**config.mk**
```make
export PLATFORM = sky130hd
export DESIGN_NAME = mod_7seg_scan
export DESIGN_NICKNAME = d
export VERILOG_FILES = /design/src/rtl/pkg_7seg.sv /design/src/rtl/mod_7seg_dec.sv /design/src/rtl/mod_7seg_scan.sv
export SDC_FILE = /design/constraint.sdc
export NUM_CORES = 1
export LEC_CHECK = 0
export BUFFER_PORTS_ARGS = -buffer_cell sky130_fd_sc_hd__buf_4
export CAP_MARGIN = 0
export CORE_MARGIN = 2
export CORE_UTILIZATION = 60
export CTS_BUF_LIST = sky130_fd_sc_hd__clkbuf_4
export DETAILED_ROUTE_END_ITERATION = 16
export PLACE_DENSITY = 0.82
export SETUP_SLACK_MARGIN = 0.1
export SLEW_MARGIN = 20
export SYNTH_ARGS = -nofsm -noshare
export SYNTH_HDL_FRONTEND = slang
export SYNTH_SLANG_ARGS = --single-unit
```
**constraint.sdc**
```tcl
create_clock -name i_clk -period 3.2 [get_ports i_clk]
set_input_delay 0.48 -clock i_clk [delete_from_list [all_inputs] [get_ports i_clk]]
set_output_delay 0.48 -clock i_clk [all_outputs]
set_load 0.01 [all_outputs]
```
**src/rtl/pkg_7seg.sv**
```systemverilog
`default_nettype none
// +----------------------------------------------------------------------------+
// | pkg_7seg : segment type, hex glyph constants and nibble decode function     |
// | Rev 1.0  : initial release                                                  |
// +----------------------------------------------------------------------------+
package pkg_7seg;

    // Bit 0 is segment a, bit 6 is segment g; patterns are active high.
    typedef logic [0:6] seg_t;

    localparam seg_t SEG_0 = 7'b1111110;
    localparam seg_t SEG_1 = 7'b0110000;
    localparam seg_t SEG_2 = 7'b1101101;
    localparam seg_t SEG_3 = 7'b1111001;
    localparam seg_t SEG_4 = 7'b0110011;
    localparam seg_t SEG_5 = 7'b1011011;
    localparam seg_t SEG_6 = 7'b1011111;
    localparam seg_t SEG_7 = 7'b1110000;
    localparam seg_t SEG_8 = 7'b1111111;
    localparam seg_t SEG_9 = 7'b1111011;
    localparam seg_t SEG_A = 7'b1110111;
    localparam seg_t SEG_B = 7'b0011111;
    localparam seg_t SEG_C = 7'b1001110;
    localparam seg_t SEG_D = 7'b0111101;
    localparam seg_t SEG_E = 7'b1001111;
    localparam seg_t SEG_F = 7'b1000111;

    function automatic seg_t decode(input logic [3:0] nibble, input seg_t dflt);
        seg_t seg;
        case (nibble)
            4'h0:    seg = SEG_0;
            4'h1:    seg = SEG_1;
            4'h2:    seg = SEG_2;
            4'h3:    seg = SEG_3;
            4'h4:    seg = SEG_4;
            4'h5:    seg = SEG_5;
            4'h6:    seg = SEG_6;
            4'h7:    seg = SEG_7;
            4'h8:    seg = SEG_8;
            4'h9:    seg = SEG_9;
            4'hA:    seg = SEG_A;
            4'hB:    seg = SEG_B;
            4'hC:    seg = SEG_C;
            4'hD:    seg = SEG_D;
            4'hE:    seg = SEG_E;
            4'hF:    seg = SEG_F;
            default: seg = dflt;  // X/Z nibble
        endcase
        return seg;
    endfunction

endpackage
`default_nettype wire

```
**src/rtl/mod_7seg_dec.sv**
```systemverilog
`default_nettype none
// +----------------------------------------------------------------------------+
// | mod_7seg_dec : combinational hex nibble to active-high segment decoder      |
// | Rev 1.0      : initial release                                              |
// +----------------------------------------------------------------------------+
module mod_7seg_dec
    import pkg_7seg::*;
#(
    parameter seg_t DEFAULT_STATE = 7'b0000000
) (
    input  logic [3:0] nibble,
    output seg_t       seg
);

    assign seg = decode(nibble, DEFAULT_STATE);

endmodule
`default_nettype wire

```
**src/rtl/mod_7seg_scan.sv**
```systemverilog
`default_nettype none
// +----------------------------------------------------------------------------+
// | mod_7seg_scan : multiplexed N-digit hex display driver with frame-aligned   |
// |                 word update, anti-ghost blanking and leading-zero suppress  |
// | Rev 1.0       : initial release                                             |
// +----------------------------------------------------------------------------+
module mod_7seg_scan
    import pkg_7seg::*;
#(
    parameter int   N_DIGITS      = 4,
    parameter int   SCAN_DIV      = 1024,
    parameter int   BLANK_CYCLES  = 16,
    parameter seg_t DEFAULT_STATE = 7'b0000000
) (
    input  logic                  i_clk,
    input  logic                  i_nrst,
    input  logic [4*N_DIGITS-1:0] i_value,
    input  logic [N_DIGITS-1:0]   i_dp,
    input  logic                  i_lzs,
    input  logic                  i_valid,
    output logic                  o_ready,
    output seg_t                  o_segments,
    output logic                  o_dp,
    output logic [N_DIGITS-1:0]   o_digit_en
);

    localparam int PW = (SCAN_DIV > 1) ? $clog2(SCAN_DIV) : 1;
    localparam int DW = (N_DIGITS > 1) ? $clog2(N_DIGITS) : 1;
    localparam logic [PW-1:0] C_PRE_MAX = PW'(SCAN_DIV - 1);
    localparam logic [PW-1:0] C_BLANK   = PW'(BLANK_CYCLES);
    localparam logic [DW-1:0] C_DIG_MAX = DW'(N_DIGITS - 1);

    logic [PW-1:0]           r_pre;
    logic [DW-1:0]           r_digit;
    logic                    r_pend;
    logic [4*N_DIGITS-1:0]   r_pend_value;
    logic [N_DIGITS-1:0]     r_pend_dp;
    logic                    r_pend_lzs;
    logic [4*N_DIGITS-1:0]   r_act_value;
    logic [N_DIGITS-1:0]     r_act_dp;
    logic                    r_act_lzs;
    seg_t                    r_seg;
    logic                    r_dp;
    logic [N_DIGITS-1:0]     r_en;

    logic                    w_wrap;
    logic                    w_fb;
    logic                    w_accept;
    logic                    w_blank;
    logic [N_DIGITS-1:0]     w_zero_from;
    logic [3:0]              w_nibble;
    logic                    w_dp_sel;
    logic                    w_suppress;
    logic [N_DIGITS-1:0]     w_digit_oh;
    seg_t                    w_dec;

    assign w_wrap   = (r_pre == C_PRE_MAX);
    assign w_fb     = w_wrap && (r_digit == C_DIG_MAX);
    assign w_accept = i_valid && !r_pend;
    assign o_ready  = !r_pend;

    generate
        if (BLANK_CYCLES > 0) begin : g_blank
            assign w_blank = (r_pre < C_BLANK);
        end else begin : g_no_blank
            assign w_blank = 1'b0;
        end
    endgenerate

    // w_zero_from[k]: nibbles k and above of the active word are all zero
    generate
        for (genvar k = 0; k < N_DIGITS; k++) begin : g_zero
            assign w_zero_from[k] = (r_act_value[4*N_DIGITS-1:4*k] == '0);
        end
    endgenerate

    always_comb begin
        w_nibble   = 4'h0;
        w_dp_sel   = 1'b0;
        w_suppress = 1'b0;
        w_digit_oh = '0;
        for (int k = 0; k < N_DIGITS; k++) begin
            if (r_digit == DW'(k)) begin
                w_nibble      = r_act_value[4*k +: 4];
                w_dp_sel      = r_act_dp[k];
                w_suppress    = (k != 0) && r_act_lzs && w_zero_from[k];
                w_digit_oh[k] = 1'b1;
            end
        end
    end

    mod_7seg_dec #(
        .DEFAULT_STATE (DEFAULT_STATE)
    ) u_dec (
        .nibble (w_nibble),
        .seg    (w_dec)
    );

    always_ff @(posedge i_clk or negedge i_nrst) begin
        if (!i_nrst) begin
            r_pre   <= '0;
            r_digit <= '0;
        end else if (w_wrap) begin
            r_pre   <= '0;
            r_digit <= (r_digit == C_DIG_MAX) ? '0 : r_digit + 1'b1;
        end else begin
            r_pre   <= r_pre + 1'b1;
        end
    end

    // Accept and transfer are exclusive: accept needs pending clear, transfer needs it set,
    // so a word accepted on the frame boundary waits for the next one.
    always_ff @(posedge i_clk or negedge i_nrst) begin
        if (!i_nrst) begin
            r_pend       <= 1'b0;
            r_pend_value <= '0;
            r_pend_dp    <= '0;
            r_pend_lzs   <= 1'b0;
            r_act_value  <= '0;
            r_act_dp     <= '0;
            r_act_lzs    <= 1'b0;
        end else if (w_accept) begin
            r_pend       <= 1'b1;
            r_pend_value <= i_value;
            r_pend_dp    <= i_dp;
            r_pend_lzs   <= i_lzs;
        end else if (w_fb && r_pend) begin
            r_pend       <= 1'b0;
            r_act_value  <= r_pend_value;
            r_act_dp     <= r_pend_dp;
            r_act_lzs    <= r_pend_lzs;
        end
    end

    always_ff @(posedge i_clk or negedge i_nrst) begin
        if (!i_nrst) begin
            r_seg <= '1;
            r_dp  <= 1'b1;
            r_en  <= '1;
        end else begin
            r_seg <= (w_blank || w_suppress) ? '1 : ~w_dec;
            r_dp  <= w_blank ? 1'b1 : ~w_dp_sel;
            r_en  <= w_blank ? '1 : ~w_digit_oh;
        end
    end

    assign o_segments = r_seg;
    assign o_dp       = r_dp;
    assign o_digit_en = r_en;

endmodule
`default_nettype wire
```
## After elaboration in Yosys (flattened, before gate mapping)

Memory sizes are Yosys's and may differ from the RTL's.
Cells that the tools add are included.

- Bitwise gates (word level): 4
- Eq/ne operators: 4
- Reductions and logical operators: 14
- Add/sub/neg operators: 2
- Multiplexer cells: 22
- Order comparisons: 1

Operator list:

| kind | number |
|---|---|
| $mux W4 | 5 |
| $mux W1 | 14 |
| $logic_not A12 Y1 | 1 |
| $add A10 B1 Y10 const B | 1 |
| $eq A10 B10 Y1 const B | 1 |
| $lt A10 B5 Y1 const B | 1 |
| $mux W10 | 1 |
| $logic_not A8 Y1 | 1 |
| $mux W7 | 1 |
| $not A7 Y7 | 1 |
| $logic_and A1 B1 Y1 | 6 |
| $eq A2 B2 Y1 const B | 2 |
| $logic_not A4 Y1 | 1 |
| $not A4 Y4 | 1 |
| $add A2 B1 Y2 const B | 1 |
| $eq A2 B1 Y1 const B | 1 |
| $logic_not A2 Y1 | 1 |
| $mux W2 | 1 |
| $not A1 Y1 | 2 |
| $reduce_and A2 Y1 | 1 |
| $reduce_bool A2 Y1 | 1 |
| $logic_not A1 Y1 | 1 |
| $logic_or A1 B1 Y1 | 1 |

- Register bits after elaboration: 67
- Memory bits (read-only): 112
- Memories kept: 1
- Output and inout bits: 13
- Word-level logic and storage cells: 60

Memories:

| memory | words | bits a word | rd ports | clocked after Yosys merged registers in | write ports | line | text |
|---|---|---|---|---|---|---|---|
| (no name shown) | 16 | 7 | 1 | 0 | 0 | pkg_7seg.sv:30 | `case (nibble)` |

## Logic depth before layout (Yosys ltp)

Gate-level depths: netlist of the first run.
An unclocked memory read counts as a cell.

- Word-level depth: 8
- Mapped depth: 11
- Gate-level depth less buffers: 10

## Hierarchy

A second synthesis of the first run with hierarchy kept.

- Cell total of the unflattened synthesis: 241
- Area, all modules: 3185.6 um^2

Modules (own cells, without submodules):

| module | times used | cells each | sequential area each (um^2) | area an instance (um^2) |
|---|---|---|---|---|
| mod_7seg_scan | 1 | 208 | 1691.6 | 2895.3 |
| mod_7seg_dec | 1 | 33 | 0.0 | 290.3 |

## Worst setup path after synthesis of the first run

OpenSTA, ideal clock, no wires.

- Kind: register -> register
- Start: reg r_digit[0]
- End: reg r_seg[5], in the netlist o_segments[5]
- Library setup time: 81 ps
- Data required time: 3119 ps
- Clock period less this slack: 2503 ps
- Cell stages (with the launch flop): 10
- Arrival time: 2421 ps
- Setup slack: 697 ps
- Cells stage by stage: dfrtp_1 -> ha_1 -> buf_2 -> nor2b_1 -> a22oi_1 -> a221oi_1 -> inv_1 -> ha_1 -> mux2_2 -> o211ai_1

- Longest elaborated chain between the ends: 8
- Elaborated cells on any way between the ends: 15

RTL lines:

| what | line | text |
|---|---|---|
| from (decl) | mod_7seg_scan.sv:34 | `logic [DW-1:0] r_digit;` |
| from (signal assigned) | mod_7seg_scan.sv:105 | `r_digit <= (r_digit == C_DIG_MAX) ? '0 : r_digit + 1'b1;` |
| $logic_not A2 Y1 | mod_7seg_scan.sv:83 | `if (r_digit == DW'(k)) begin` |
| $mux W4 (4 in series) | mod_7seg_scan.sv:83 |  |
| $mem_v2 Z16 W7 | - |  |
| $not A7 Y7 | mod_7seg_scan.sv:141 | `r_seg <= (w_blank \|\| w_suppress) ? '1 : ~w_dec;` |
| $mux W7 * | mod_7seg_scan.sv:141 |  |
| to (signal assigned) | mod_7seg_scan.sv:141 |  |
| to (decl) | mod_7seg_scan.sv:42 | `seg_t r_seg;` |

Every way passes the cells marked *; elsewhere a longest branch is shown, timed or not.
A chain may end at the register's enable or synchronous reset.

## Worst setup path in the final report of the first run

Same ends and word-level chain as after synthesis.

==> metrics.txt, run 1 <==
FF-to-FF setup slack=0.49 ns; wirelength, routed=4940 microns; Crit Path Category=flop to flop; Post-synth EDFFs=0; total power divided by cell area=442 nW/um^2; total leakage power=1.62 nW; most common cell after layout, fill and taps aside=dfrtp_1; commonest cells after routing, fill and taps aside=dfrtp_1, buf_4, mux2_2, nand2_1, mux2_4; startpoint kind of the worst setup timing path=flop; outcome=finished clean; maximum number of buffers from clock root to sink=2; post-CTS setup repair buffer count=0; die extent in x=75.8 microns; total track usage=0.202; post-CTS clock slew at the launch and capture registers of the worst setup and hold paths=0.11 ns; asr flop ratio synth=1.00; Clock Sinks=67; gate count after technology mapping=236; pin count of the biggest net entering global routing=68; maximum capacitance violations=0; number of global-route vias before repair=1,881; class of the most critical hold timing path=primary input to async pin; via-per-instance ratio=5.33; Max Freq=0.370 GHz; share of post-route cells with drive strength above 1=0.396; Die Ht=75.8 microns; core occupancy in the finished layout=0.702; Setup Skew=0.0115 ns; number of placement rows=26; die area=5740 sq um; number of DRC markers after the initial detailed-route iteration=97; summed negative setup slack over all endpoints=0 ns; Clock Root Buffer=clkbuf_4; total congestion overflow after global routing=0; RSZ-0062 raised after global routing=no; number of unique standard cell types used by synthesis=41; Final period util=0.845; number of remaining DRC errors=0; combined area of all synthesized cells=3090 sq um; average routed wire per standard cell=14.0 microns; count of boundary I/O pins=37; top cell type by total area after synthesis=dfrtp_1; final period demand of the worst path=2.71 ns; largest cells by area after synthesis=dfrtp_1, dfstp_2, mux2_4; Clock H-tree levels=3; Req. time, crit path=3.53 ns; fraction of the yosys area taken by sequential cells=0.547; wire length of the first global-routing pass=8510 microns; number of buffers created by CTS=9; critical path fanouts, max=15; number of search-and-repair iterations in the first detailed-routing pass=4; post-cts gate resize count=0; clock insertion delay at the later pin of the skew report=0.41 ns; Placeable Area=5040 sq um; number of port buffers=36; vias post-DR=1,883; count of filler cells inserted in the layout=368; Synth Register Bits=67; Diodes inserted=0; slew at the pin with the worst max-slew slack=0.802 ns; post-synthesis average cell area=13.1 sq um; layout overhead on the synthesized area=14.5%; YS warnings=0; max-slew violation total from the final report=0; initial cell density of the core=0.613; power after layout=1.57 mW; placer congestion estimate=0.840; final-report hold violation count=0; Rel. slew slack=0.465; worst endpoint data arrival time=3.04 ns; Antenna Nets Post-Route=0; category of the worst setup path capture point=flop; clock tree from TritonCTS=yes; number of antenna violations at the first check in global routing=0; post-detailed-placement half-perimeter wirelength=3480 microns; number of nets in the layout=313; Post-Syn Nets=271; commonest register cell after synthesis=dfrtp_1; top cell type's share of synthesized area=0.445; CTS Hold Buffers Added=0; worst supply voltage drop on vdd=0.000421 V; setup violation total in the final timing report=0
[power by group]
part | switching (mW) | leakage, nW | total (mW) | internal [mW]
clock | 0.288 | 0.0815 | 0.607 | 0.319
sequential | 0.0166 | 0.840 | 0.894 | 0.878
combinational | 0.0248 | 0.699 | 0.0652 | 0.0404
[per-layer routing]
metal	up-vias	global-route usage	routed length, microns
met5	-	0	0
met4	0	0.0819	84
met3	10	0.0635	211
met2	37	0.314	2270
met1	912	0.265	2380
li1	924	-	-
[cell usage after synthesis (2+ instances only)]
cell type and n:
inv_1 8, nor4_1 2, nand2_1 20, nor3b_1 4, buf_12 2, o21ai_0 4, a221oi_1 3, a311oi_1 2
xnor2_1 4, ha_1 11, xor2_1 3, o211ai_1 2, dfrtp_1 55, buf_1 2, nor2b_1 6, nor2_1 14
nand3_1 5, buf_2 2, mux2_2 24, o221ai_1 4, a21oi_1 6, mux2_4 19, dfstp_2 12, buf_6 2
a22oi_1 2, nand3b_1 2, nand2b_1 2
[final timing paths]
| kind | from | end | cells past startpoint |
|---|---|---|---|
| min | i_nrst | r_pre[2] | 1 |
| max reg2reg | r_digit[0] | o_segments[5] | 6 |
| min in group i_clk | i_valid | r_pend | 3 |
| max in group asynchronous | i_nrst | r_act_value[11] | 1 |
| max | r_digit[0] | o_segments[5] | 6 |
| min reg2reg | r_pre[0] | r_pre[0] | 1 |
[kinds of logic after synthesis]
| kind of cell | Yosys count | synth area share |
|---|---|---|
| buffers and inverters | 17 | 0.0400 |
| xor gates and xnor gates | 7 | 0.0198 |
| DFF | 67 | 0.547 |
| and+or+nand+nor | 62 | 0.101 |
| muxes | 44 | 0.183 |
| AOI/OAI and AO/OA | 28 | 0.0651 |
| adders and majority gates | 11 | 0.0445 |
[area by class of cell]
type                            count  area, sq um  area share
Clock inverter                      6         80.1      0.0226
Multi-Input combinational cell    152         1280       0.361
Tap cell                           70         87.6      0.0247
Sequential cell                    67         1690       0.478
Timing Repair Buffer               40          300      0.0848
Clock buffer                       10         75.1      0.0212
Inverter                            8         30.0     0.00848
[metrics by stage]
| stage | hold WS (ns) | instance area (sq um) | setup slack [ns] | instances |
|---|---|---|---|---|
| after floorplan | 0.184 | 3090 | 0.697 | 236 |
| after global placement | 0.472 | 3390 | 0.652 | 337 |
| after detailed placement | 0.483 | 3390 | 0.555 | 337 |
| after CTS | 0.160 | 3540 | 0.533 | 353 |
| after global routing | 0.179 | 3540 | 0.245 | 353 |
| final | 0.138 | 3540 | 0.495 | 353 |
[registers in the layout (all words and copies together) (netlist names)]
name	flops
r_pend_dp	4
r_pre	10
r_pend	1
r_pend_lzs	1
o_digit_en	4
o_segments	7
r_digit	2
r_act_dp	4
o_dp	1
r_act_value	16
r_pend_value	16
r_act_lzs	1
[worst max-delay path, stage by stage (launching register included)]
cell,delay [ns]
dfrtp_1,0.41
ha_1,0.48
nor2_1,0.20
a221oi_1,0.72
ha_1,0.38
mux2_2,0.26
o211ai_1,0.17
Power figures use the tool's default switching activity.
==> inputs of run 2 (changes only) <==
Clock period 3.2 ns to 2.5 ns, I/O delays scaled along.
==> run 2 against run 1 <==
  * First-iteration DRC count increased by 3.1%
  * Critical path type unchanged
  * Final area increased by 0.64%
  * Die area unchanged
  * Non-clock buffer count increased by 5
  * Cell count increased by 1.4%
  * Power increased by 16%
  * Sequential cell count unchanged
  * Clock skew decreased by 0.00065 ns
  * Maximum frequency increased by 19%
  * Clock power decreased by 3%
==> metrics.txt, run 2 (same netlist as run 1, synthesis figures left out) <==
outcome=finished clean; Clock Root Buffer=clkbuf_4; average routed wire per standard cell=14.7 microns (+5.0%); Setup Skew=0.0108 ns (-0.000650 ns); worst supply voltage drop on vdd=0.000440 V (+4.3%); die area=5740 sq um (unchanged); post-CTS clock slew at the launch and capture registers of the worst setup and hold paths=0.10 ns (about the same); commonest cells after routing, fill and taps aside=dfrtp_1, buf_4, mux2_2, nand2_1, mux2_4; initial cell density of the core=0.613 (unchanged); maximum capacitance violations=0 (unchanged); summed negative setup slack over all endpoints=0 ns (unchanged); Clock Sinks=67 (unchanged); number of buffers created by CTS=9 (unchanged); number of search-and-repair iterations in the first detailed-routing pass=4 (unchanged); layout overhead on the synthesized area=15.3%; number of remaining DRC errors=0 (unchanged); total track usage=0.208 (+0.00641); placer congestion estimate=0.775 (-7.7%); registers with the most flip-flops=r_act_value: 16 flops, r_pend_value: 16 flops, r_pre: 10 flops; wire length of the first global-routing pass=8630 microns (+1.5%); max-slew violation total from the final report=0 (unchanged); total congestion overflow after global routing=0 (unchanged); number of nets in the layout=318 (+1.6%); number of global-route vias before repair=1,855 (-1.4%); Max Freq=0.441 GHz (+19%); count of boundary I/O pins=37 (unchanged); number of placement rows=26 (unchanged); final-report hold violation count=0 (unchanged); total power divided by cell area=510 nW/um^2 (+15%); worst endpoint data arrival time=2.59 ns (-0.45 ns); Diodes inserted=0 (unchanged); CTS Hold Buffers Added=0 (unchanged); post-CTS setup repair buffer count=0 (unchanged); wirelength, routed=5260 microns (+6.5%); Req. time, crit path=2.82 ns (-0.71 ns); vias post-DR=1,876 (-0.37%); post-cts gate resize count=0 (unchanged); setup violation total in the final timing report=0 (unchanged); total leakage power=1.64 nW (+0.95%); critical path fanouts, max=8 (-7); power after layout=1.82 mW (+16%); Rel. slew slack=0.477 (+0.0118); maximum number of buffers from clock root to sink=2 (unchanged); number of DRC markers after the initial detailed-route iteration=100 (+3.1%); Fin Hold WS=0.0502 ns (-0.0874 ns); Final period util=0.907 (+0.0613); number of antenna violations at the first check in global routing=0 (unchanged); category of the worst setup path capture point=flop; share of post-route cells with drive strength above 1=0.427 (+0.0313); number of port buffers=36 (unchanged); most common cell after layout, fill and taps aside=dfrtp_1; Crit Path Category=flop to flop; clock insertion delay at the later pin of the skew report=0.40 ns (about the same); Placeable Area=5040 sq um (unchanged); Antenna Nets Post-Route=0 (unchanged); Die Ht=75.8 microns (unchanged); class of the most critical hold timing path=primary input to async pin; clock tree from TritonCTS=yes; slew at the pin with the worst max-slew slack=0.784 ns (-0.0176 ns); pin count of the biggest net entering global routing=68 (unchanged); startpoint kind of the worst setup timing path=flop; final period demand of the worst path=2.27 ns (-0.439 ns); die extent in x=75.8 microns (unchanged); RSZ-0062 raised after global routing=yes; Clock H-tree levels=3 (unchanged); post-detailed-placement half-perimeter wirelength=3850 microns (+11%); via-per-instance ratio=5.24 (-1.8%)
-- run 2: cell count changes in the layout (fill, tap and decap cells not counted) --
cell,change
buf_4,+4
clkbuf_4,+3
a221oi_2,+1
ha_1,-1
bufinv_16,-2
a221oi_1,-1
buf_12,+1
inv_2,+1
nor2b_1,-2
inv_1,-1
clkinv_1,-1
ha_2,+1
nor2b_2,+2
-- run 2: final cells by class --
cell class	count	area, sq um
inverter	8	30.0
clock inverter	3	16.3
tap	70	87.6
fill	363	1480
multi-input combinational	152	1290
sequential	67	1690
timing repair buffer	45	350
clock buffer	13	97.6
-- run 2: critical path: stages (launching register included) --
cell and delay [ns]:
dfrtp_1 0.41, inv_1 0.09, ha_1 0.29, nor2_1 0.36
a221oi_1 0.14, buf_4 0.19, ha_1 0.29, mux2_2 0.27
o211ai_1 0.15
-- run 2: per-stage QoR --
| stage | cell area [sq um] | cells | worst slack, ns | utilization |
|---|---|---|---|---|
| floorplan | 3100 | 236 | 0.155 | - |
| global placement | 3440 | 342 | 0.282 | 0.683 |
| detailed placement | 3440 | 342 | 0.189 | 0.683 |
| CTS | 3560 | 358 | 0.157 | 0.705 |
| global route | 3560 | 358 | 0.0621 | 0.707 |
| finish | 3560 | 358 | 0.233 | 0.707 |
-- run 2: final timing paths --
check | startpoint | endpoint | slack (ns) | depth (start not counted)
min in group i_clk | i_value[8] | r_pend_value[8] | 0.20 | 2
max in group asynchronous | i_nrst | r_act_value[10] | 1.93 | 1
setup / recovery | r_digit[0] | o_segments[5] | 0.23 | 8
hold / removal | i_nrst | r_pre[2] | 0.05 | 1
setup reg to reg | r_digit[0] | o_segments[5] | 0.23 | 8
hold reg to reg | r_pre[0] | r_pre[0] | 0.48 | 1
-- run 2: power by group --
part / switching, mW / internal [mW] / total, mW
clock: 0.342 / 0.245 / 0.588
combinational: 0.0334 / 0.0519 / 0.0853
sequential: 0.0222 / 1.12 / 1.15
total: 0.398 / 1.42 / 1.82
-- run 2: metal layers --
layer,vias up,share of wire,GRT usage
li1,928,-,-
met1,905,0.45,0.273
met2,36,0.50,0.330
met3,7,0.036,0.0661
met4,0,0.013,0.0702
met5,-,0,0
==> inputs of run 3 (changes only) <==
--- a/config.mk
+++ b/config.mk
@@ -12,5 +12,5 @@
 export CTS_BUF_LIST = sky130_fd_sc_hd__clkbuf_4
 export DETAILED_ROUTE_END_ITERATION = 16
-export PLACE_DENSITY = 0.82
+export PLACE_DENSITY = 0.84
 export SETUP_SLACK_MARGIN = 0.1
 export SLEW_MARGIN = 20
==> constraint.sdc (replaced) <==
create_clock -name i_clk -period 2.5 [get_ports i_clk]
set_input_delay 0.75 -clock i_clk [delete_from_list [all_inputs] [get_ports i_clk]]
set_output_delay 0.75 -clock i_clk [all_outputs]
set_load 0.01 [all_outputs]
==> run 3 against run 2 <==
  * Setup slack improved by 0.0019 ns
  * Non-clock buffer count did not move
  * First-iteration DRC count is 41% lower
  * Clock-buffer cell count is 3 lower
  * Critical path type unchanged
  * Worst hold slack better by 0.35 ns
  * Clock skew rose by 0.0031 ns
  * Combinational power about the same
  * Critical path depth grew 1
  * Sequential share of layout area fell by 1.2 points
  * Sequential power about the same
  * Core utilization up 1.8 points
==> metrics.txt, run 3 (same netlist as run 1, synthesis figures left out) <==
worst endpoint data arrival time=2.60 ns (about the same); Antenna Nets Post-Route=0 (unchanged); post-CTS clock slew at the launch and capture registers of the worst setup and hold paths=0.11 ns (about the same); startpoint kind of the worst setup timing path=flop; count of boundary I/O pins=37 (unchanged); share of post-route cells with drive strength above 1=0.448 (+0.0208); Placeable Area=5040 sq um (unchanged); Diodes inserted=0 (unchanged); category of the worst setup path capture point=flop; wirelength, routed=5530 microns (+5.1%); die extent in x=75.8 microns (unchanged); total track usage=0.223 (+0.0143); Crit Path Category=flop to flop; number of search-and-repair iterations in the first detailed-routing pass=5 (+1); post-detailed-placement half-perimeter wirelength=3930 microns (+2.1%); Clock Root Buffer=clkbuf_4; number of remaining DRC errors=0 (unchanged); clock insertion delay at the later pin of the skew report=0.41 ns (about the same); placer congestion estimate=0.782 (+0.84%); slew at the pin with the worst max-slew slack=0.801 ns (+0.0170 ns); registers with the most flip-flops=r_act_value: 16 flops, r_pend_value: 16 flops, r_pre: 10 flops; Req. time, crit path=2.83 ns (about the same); Finished Cell Area=3660 sq um (+2.6%); critical path fanouts, max=4 (-4); Clock Sinks=67 (unchanged); max-slew violation total from the final report=0 (unchanged); number of antenna violations at the first check in global routing=0 (unchanged); total leakage power=1.66 nW (+1.8%); CTS Hold Buffers Added=0 (unchanged); number of buffers created by CTS=9 (unchanged); initial cell density of the core=0.613 (unchanged); Clock H-tree levels=3 (unchanged); Rel. slew slack=0.466 (-0.0113); Die Ht=75.8 microns (unchanged); final-report hold violation count=0 (unchanged); family of cells with the greatest summed delay on the critical path=compound AO/OA/AOI/OAI gates; layout overhead on the synthesized area=18.2%; placement-stage cell area=3440 sq um (-0.22%); summed negative setup slack over all endpoints=0 ns (unchanged); maximum capacitance violations=0 (unchanged); maximum cell stage delay along the critical path=0.45 ns (+0.04 ns); total congestion overflow after global routing=0 (unchanged); capture point of the worst reg-to-reg path=o_segments[5]; critical-path cell list=inv_2 -> ha_2 -> nor2b_2 -> a22oi_1 -> a221oi_2 -> inv_2 -> ha_1 -> mux2_2 -> o211ai_1; total power divided by cell area=585 nW/um^2 (+15%); via-per-instance ratio=5.46 (+4.2%); Setup Skew=0.0139 ns (+0.00309 ns); die area=5740 sq um (unchanged); number of DRC markers after the initial detailed-route iteration=59 (-41%); Setup WS post-layout=0.235 ns (+0.00190 ns); RSZ-0062 raised after global routing=no; vias post-DR=1,954 (+4.2%); number of global-route vias before repair=2,000 (+7.8%); maximum number of buffers from clock root to sink=2 (unchanged); setup violation total in the final timing report=0 (unchanged); worst supply voltage drop on vdd=0.000402 V (-8.6%); Top cell by count, worst path=inv_2; wire length of the first global-routing pass=9160 microns (+6.2%); worst setup slack after placement=0.170 ns (-0.0182 ns); pin count of the biggest net entering global routing=68 (unchanged); number of placement rows=26 (unchanged); depth of the worst register-to-register path=9 (+1); buffer and inverter count on the worst path=2 (unchanged); commonest cells after routing, fill and taps aside=dfrtp_1, buf_4, mux2_2, nand2_1, mux2_4; Fin Hold WS=0.402 ns (+0.352 ns); clock tree from TritonCTS=yes; FF-to-FF setup slack=0.24 ns (about the same); number of port buffers=36 (unchanged); outcome=finished clean; reg-to-reg critical path startpoint=r_digit[0]; crit path max-delay cell type=dfrtp_1; number of nets in the layout=318 (unchanged); most common cell after layout, fill and taps aside=dfrtp_1; Final period util=0.906 (about the same); average routed wire per standard cell=15.5 microns (+5.1%); final period demand of the worst path=2.26 ns (-0.00190 ns); Max Freq=0.442 GHz (about the same); class of the most critical hold timing path=primary input to async pin
[run 3: changes by cell type in the layout (fill, tap and decap cells not counted), sizes merged]
cell and change:
clkinvlp +1, clkbuf -3, clkinv -1, bufinv +3
[run 3: per-layer routing]
metal | vias to the layer above | wire length, microns | GRT usage
met5 | - | 0 | 0
met2 | 58 | 2660 | 0.357
met4 | 0 | 204 | 0.129
met3 | 25 | 231 | 0.0542
li1 | 932 | - | -
met1 | 939 | 2440 | 0.275
[run 3: worst register-to-register path, stage by stage (launching register included)]
cell and delay [ns]:
dfrtp_1 0.45, inv_2 0.10, ha_2 0.21, nor2b_2 0.18, a22oi_1 0.10, a221oi_2 0.28
inv_2 0.11, ha_1 0.33, mux2_2 0.27, o211ai_1 0.16
[run 3: per-stage QoR]
stage | util | std cells | total power, mW
finish | 0.725 | 358 | 2.14
global route | 0.725 | 358 | 2.22
CTS | 0.719 | 357 | 2.16
detailed placement | 0.681 | 341 | 1.26
global placement | 0.681 | 341 | 1.25
floorplan | - | 236 | 1.19
[run 3: how the worst max path moves through the flow]
stage | to | cells past startpoint | slack (ns) | from
floorplan | o_segments[5] | 8 | 0.15 | r_digit[0]
global placement | o_segments[5] | 8 | 0.28 | r_digit[0]
detailed placement | o_segments[5] | 9 | 0.17 | r_digit[0]
CTS | o_segments[5] | 9 | 0.12 | r_digit[0]
global route | o_segments[5] | 7 | 0.10 | r_digit[0]
finish | o_segments[5] | 9 | 0.24 | r_digit[0]
[run 3: final cells by class]
type / count / area, sq um
fill: 353 / 1390
timing repair buffer: 45 / 350
clock buffer: 10 / 75.1
inverter: 8 / 30.0
clock inverter: 6 / 114
multi-input combinational: 152 / 1310
tap: 70 / 87.6
sequential: 67 / 1690
[run 3: power breakdown]
part | internal, mW | switching, mW
logic | 0.0519 | 0.0337
clock network | 0.519 | 0.389
registers | 1.12 | 0.0229
[run 3: what timing repair did]
action,CTS,global route
resized for setup,0,9
setup buffers,0,1
endpoints found under the setup margin,0,7
